[config.mk]
export PLATFORM = sky130hd
export DESIGN_NAME = cu_command_arbiter_rr
export DESIGN_NICKNAME = d
export VERILOG_FILES = /design/src/rtl/cu_command_arbiter_rr.sv
export SDC_FILE = /design/constraint.sdc
export NUM_CORES = 1
export LEC_CHECK = 0
export CAP_MARGIN = 25
export CORE_AREA = 2 2 347 349
export CTS_BUF_LIST = sky130_fd_sc_hd__clkbuf_16
export DETAILED_ROUTE_END_ITERATION = 8
export DIE_AREA = 0 0 349 351
export SKIP_LAST_GASP = 1
export SYNTH_ARGS = -nofsm -noshare
export SYNTH_HDL_FRONTEND = slang
export SYNTH_SLANG_ARGS = --single-unit
export TNS_END_PERCENT = 100
[constraint.sdc]
create_clock -name clock -period 9 [get_ports clock]
set_input_delay 1.35 -clock clock [delete_from_list [all_inputs] [get_ports clock]]
set_output_delay 1.35 -clock clock [all_outputs]
set_load 0.01 [all_outputs]
[src/rtl/cu_command_arbiter_rr.sv]
// Round-robin arbiter sharing one CAPI command issue path among the CU command buffers.
// The winner is registered into a one-entry output stage; issue is gated by a PSL credit counter.
module cu_command_arbiter_rr #(
    parameter int NUM_REQUESTORS = 8,
    parameter int CMD_BITS       = 96,
    parameter int CU_ID_RANGE    = 8,
    parameter int MAX_CREDITS    = 64,
    parameter int CREDIT_BITS    = $clog2(MAX_CREDITS + 1)
) (
    input  logic                               clock,
    input  logic                               rstn,
    input  logic                               enabled,
    input  logic [NUM_REQUESTORS-1:0]          req_valid,
    input  logic [NUM_REQUESTORS*CMD_BITS-1:0] req_payload,
    output logic [NUM_REQUESTORS-1:0]          req_ready,
    output logic                               cmd_valid,
    output logic [CMD_BITS-1:0]                cmd_payload,
    output logic [CU_ID_RANGE-1:0]             cmd_cu_id,
    input  logic                               cmd_ready,
    input  logic                               credit_return,
    output logic [CREDIT_BITS-1:0]             credits_available,
    output logic                               credit_overflow
);

    localparam int                      IDX_W      = $clog2(NUM_REQUESTORS);
    localparam logic [IDX_W-1:0]        LAST_IDX   = IDX_W'(NUM_REQUESTORS - 1);
    localparam logic [CREDIT_BITS-1:0]  CREDIT_MAX = CREDIT_BITS'(MAX_CREDITS);

    logic [IDX_W-1:0]       last_grant_q, last_grant_d;
    logic                   cmd_valid_q, cmd_valid_d;
    logic [CMD_BITS-1:0]    cmd_payload_q, cmd_payload_d;
    logic [CU_ID_RANGE-1:0] cmd_cu_id_q, cmd_cu_id_d;
    logic [CREDIT_BITS-1:0] credits_q, credits_d;
    logic                   overflow_q, overflow_d;

    logic                   winner_found;
    logic [IDX_W-1:0]       winner_idx;
    logic [IDX_W-1:0]       cand_idx;
    logic [CMD_BITS-1:0]    sel_payload;
    logic                   slot_free;
    logic                   grant;

    // Search begins just after the previous winner and wraps, so each index waits at most N-1 grants.
    // NOTE: every signal written in an always_comb gets a default first, so no path leaves it unassigned and no latch is inferred.
    always_comb begin
        winner_found = 1'b0;
        winner_idx   = '0;
        cand_idx     = '0;
        for (int k = 1; k <= NUM_REQUESTORS; k++) begin
            cand_idx = IDX_W'((int'(last_grant_q) + k) % NUM_REQUESTORS);
            if (!winner_found && req_valid[cand_idx]) begin
                winner_found = 1'b1;
                winner_idx   = cand_idx;
            end
        end
    end

    always_comb begin
        sel_payload = '0;
        for (int i = 0; i < NUM_REQUESTORS; i++) begin
            if (IDX_W'(i) == winner_idx) begin
                sel_payload = req_payload[i*CMD_BITS +: CMD_BITS];
            end
        end
    end

    // Gating with rstn keeps req_ready low while reset is held, before any clock edge.
    assign slot_free = !cmd_valid_q || cmd_ready;
    assign grant     = rstn && enabled && slot_free && (credits_q != '0) && winner_found;

    always_comb begin
        req_ready = '0;
        if (grant) begin
            req_ready[winner_idx] = 1'b1;
        end
    end

    always_comb begin
        last_grant_d  = last_grant_q;
        cmd_valid_d   = cmd_valid_q;
        cmd_payload_d = cmd_payload_q;
        cmd_cu_id_d   = cmd_cu_id_q;
        credits_d     = credits_q;
        overflow_d    = overflow_q;

        if (grant) begin
            cmd_valid_d   = 1'b1;
            cmd_payload_d = sel_payload;
            cmd_cu_id_d   = CU_ID_RANGE'(winner_idx);
            last_grant_d  = winner_idx;
        end else if (cmd_ready) begin
            cmd_valid_d = 1'b0;
        end

        // A grant and a return in the same cycle cancel; an excess return is flagged, never counted.
        unique case ({grant, credit_return})
            2'b10: credits_d = credits_q - CREDIT_BITS'(1);
            2'b01: begin
                if (credits_q == CREDIT_MAX) begin
                    overflow_d = 1'b1;
                end else begin
                    credits_d = credits_q + CREDIT_BITS'(1);
                end
            end
            default: credits_d = credits_q;
        endcase
    end

    // NOTE: sequential state is updated only with non-blocking assignments so every register samples pre-edge values.
    always_ff @(posedge clock or negedge rstn) begin
        if (!rstn) begin
            last_grant_q  <= LAST_IDX;
            cmd_valid_q   <= 1'b0;
            cmd_payload_q <= '0;
            cmd_cu_id_q   <= '0;
            credits_q     <= CREDIT_MAX;
            overflow_q    <= 1'b0;
        end else begin
            last_grant_q  <= last_grant_d;
            cmd_valid_q   <= cmd_valid_d;
            cmd_payload_q <= cmd_payload_d;
            cmd_cu_id_q   <= cmd_cu_id_d;
            credits_q     <= credits_d;
            overflow_q    <= overflow_d;
        end
    end

    assign cmd_valid         = cmd_valid_q;
    assign cmd_payload       = cmd_payload_q;
    assign cmd_cu_id         = cmd_cu_id_q;
    assign credits_available = credits_q;
    assign credit_overflow   = overflow_q;

endmodule
==> results by group <==
Cells and area
  – Seq. cell area: 0.00278 mm^2
  – Non-Filler Instances: 3944
  – Commonest non-fill, non-tap cell in the layout: clkdlybuf4s50_1
  – Layout area overhead: 94.4%
  – Final core occ: 0.188
  – Multi-input logic area: 0.00805 mm^2
  – Final net count: 3159
  – Commonest non-fill, non-tap cells in the layout: 895 x clkdlybuf4s50_1, 368 x nand2_1, 287 x nand3_1
  – Fillers: 13400
  – Share of layout cells above drive strength 1: 0.0589

Clock tree
  – Clk_lat worst skew: 420 ps
  – Clk root buf: clkbuf_16
  – Htree depth: 3
  – Clock sink total: 111
  – CTS Buf Count: 9
  – CTS max path bufs: 2
  – Clock Pin Slew Worst Setup and Hold Paths: 100 ps
  – Cts hold-fix bufs: 0
  – Post-CTS Resized: 0
  – CTS tree: built
  – Setup repair bufs after CTS: 0

Yosys
  – Post-synth EDFFs: 0
  – Synth Instances: 1586
  – Post-synthesis sequential area ratio: 0.242
  – Leading register cell type out of synthesis: dfrtp_1
  – Ys Warns: 0
  – Mapped cell area: 0.0115 mm^2
  – FFs w/ async S/R, synth: 1.00
  – Post-synthesis area per instance: 7.27 um^2
  – Number of synthesized register bits: 111
  – Netlist cell types: 66

Global routing
  – Initial antenna violation count: 70
  – Vias in the first global route: 15600
  – GR Util All Layers: 0.157
  – First-pass GRT wire length: 132000 um
  – Largest net degree at the start of global routing: 140
  – Overflow after GRT: 0

Detailed routing
  – Via-to-Cell Ratio: 4.15
  – WL final: 102000 um
  – Drc violations: 0
  – Antenna Violating Nets Remaining: 0
  – Wire per inst: 25.8 um
  – DR iter-0 viols: 1324
  – Via count: 16400
  – Initial DRT Pass Iterations: 6

Timing
  – Slew at the pin with the worst max-slew slack: 1170 ps
  – Max-slew headroom: 0.221
  – Tcrit/Tclk final: 0.822
  – Final hold vios: 0
  – Slew Viols, Final: 0
  – Crit path time final: 7400 ps
  – RSZ-0062 raised after global routing: no
  – Setup Skew: 15.1 ps
  – TNS Setup: 0 ps
  – Max frequency: 135 MHz
  – Final hold slack: 492 ps
  – Final setup violation count: 0

Die
  – CORE AREA: 0.119 mm^2
  – Ports: 902
  – Initial Util: 0.0968
  – Die height: 351 um
  – X dimension of the die: 349 um
  – Die area: 0.122 mm^2
  – # rows: 127

Job
  – Max-cap viol count: 0

Outcome
  – Status: complete, no violations

Setup path
  – Max stage delay on crit path: 940 ps
  – Crit path max fanout: 30
  – CP Launch Type: flip-flop
  – Worst path bufs/invs: 4
  – CP Data Arrival Time: 6050 ps
  – CP cell instances: inv_1, ha_1, mux2i_1, mux2i_1, o221a_2, or4_1, nor4_1, nor2_1, buf_4, nand2_2, nor3_4, buf_4, clkdlybuf4s50_1
  – CP max stage cell: dfstp_2
  – Worst EP required: 7650 ps
  – Critical Path Sink Type: primary output
  – Setup Crit Path Kind: flip-flop to primary output
  – Delay-heaviest family, CP: simple AND/OR/NAND/NOR gates

Placed design
  – Placed insts: 3906
  – Placer congestion estimate: 0.895
  – Port bufs: 896
  – HPWL Detailed: 83800 um

Power
  – Peak supply drop: 0.931 mV
  – PwrDens: 483 mW/mm^2
  – P_leak: 8.27 nW
  – Power after layout: 0.0108 W

Min path
  – Hold/Removal Path Class: flip-flop to flip-flop
==> through the flow <==
stage          cell area, um^2  setup WS [ps]
2_1_floorplan            11500           3070
3_3_place_gp             22000           1910
3_5_place_dp             22000           1920
4_1_cts                  22300           1430
5_1_grt                  22400           1250
6_report                 22400           1600
==> power breakdown <==
| group | switching (W) | internal, W |
|---|---|---|
| logic | 0.00616 | 0.00324 |
| registers | 0.000207 | 0.000752 |
| clock network | 0.000272 | 0.000191 |
| total | 0.00664 | 0.00418 |
==> cells by family (layout without fill, tap and decap cells) <==
kind of cell,after synthesis,in the layout,share of synthesized area
simple gates,708,708,0.270
compound gates,417,417,0.242
buf+inv,168,953,0.0668
mux,162,162,0.159
flops,111,111,0.242
xor+xnor,11,11,0.0103
fa+ha+maj,8,8,0.00934
other cells,1,26,0.000325
==> tightest hold or removal path: cells and delay by family, from the launching register on <==
family             cells  cell delay (ps)
and+or+nand+nor        1               50
AOI/OAI and AO/OA      1               60
DFF                    1              350
==> synth_stat cells (all sizes together), types with 4 or more instances <==
cell type    n  area, um^2
o211ai      36         340
xnor2        7        68.8
mux2i       91         923
o21ai       70         350
dfrtp      107        2680
a22oi       52         390
dfstp        4         105
clkbuf      92         349
ha           7        87.6
a21o         4        30.0
a41o        54         541
nand3      287        1440
nor2        22        87.6
inv          8        30.0
nand4        7        43.8
nand2      369        1390
mux2        61         687
o31ai       10        80.1
mux4        10         225
buf         68         390
nor3        11        77.6
a221oi       4        47.6
a21oi      166         831
xor2         4        50.1
==> state kept, by name (all words and copies together) (netlist names) <==
register / cells
cmd_payload: 96
credits_available: 7
cmd_cu_id: 3
credit_overflow: 1
cmd_valid: 1
last_grant_q: 3
==> layout make-up <==
| class | instances | share of cell area |
|---|---|---|
| timing repair buffer | 929 | 0.414 |
| multi-input combinational | 1311 | 0.359 |
| sequential | 111 | 0.124 |
| tap | 1548 | 0.0865 |
| clock buffer | 9 | 0.0101 |
| antenna | 21 | 0.00235 |
| clock inverter | 7 | 0.00223 |
| inverter | 8 | 0.00134 |
==> worst paths after layout <==
kind                            startpoint               to  slack, ps  cells after the start
setup / recovery           last_grant_q[0]     req_ready[4]       1600                     13
hold / removal             cmd_payload[68]  cmd_payload[68]        490                      2
setup reg to reg           last_grant_q[0]  cmd_payload[80]       2690                     13
hold reg to reg            cmd_payload[68]  cmd_payload[68]        490                      2
max in group asynchronous             rstn  cmd_payload[36]       6960                      2
min in group asynchronous             rstn   cmd_payload[4]        810                      1
==> per-layer routing <==
metal	vias up	share of wire	GRT usage
met5	-	0.0024	0
met4	42	0.024	0.0438
met3	145	0.11	0.0607
met2	836	0.45	0.244
met1	7950	0.42	0.202
li1	7387	-	-
Note: power is estimated with default switching activity, not from simulation.
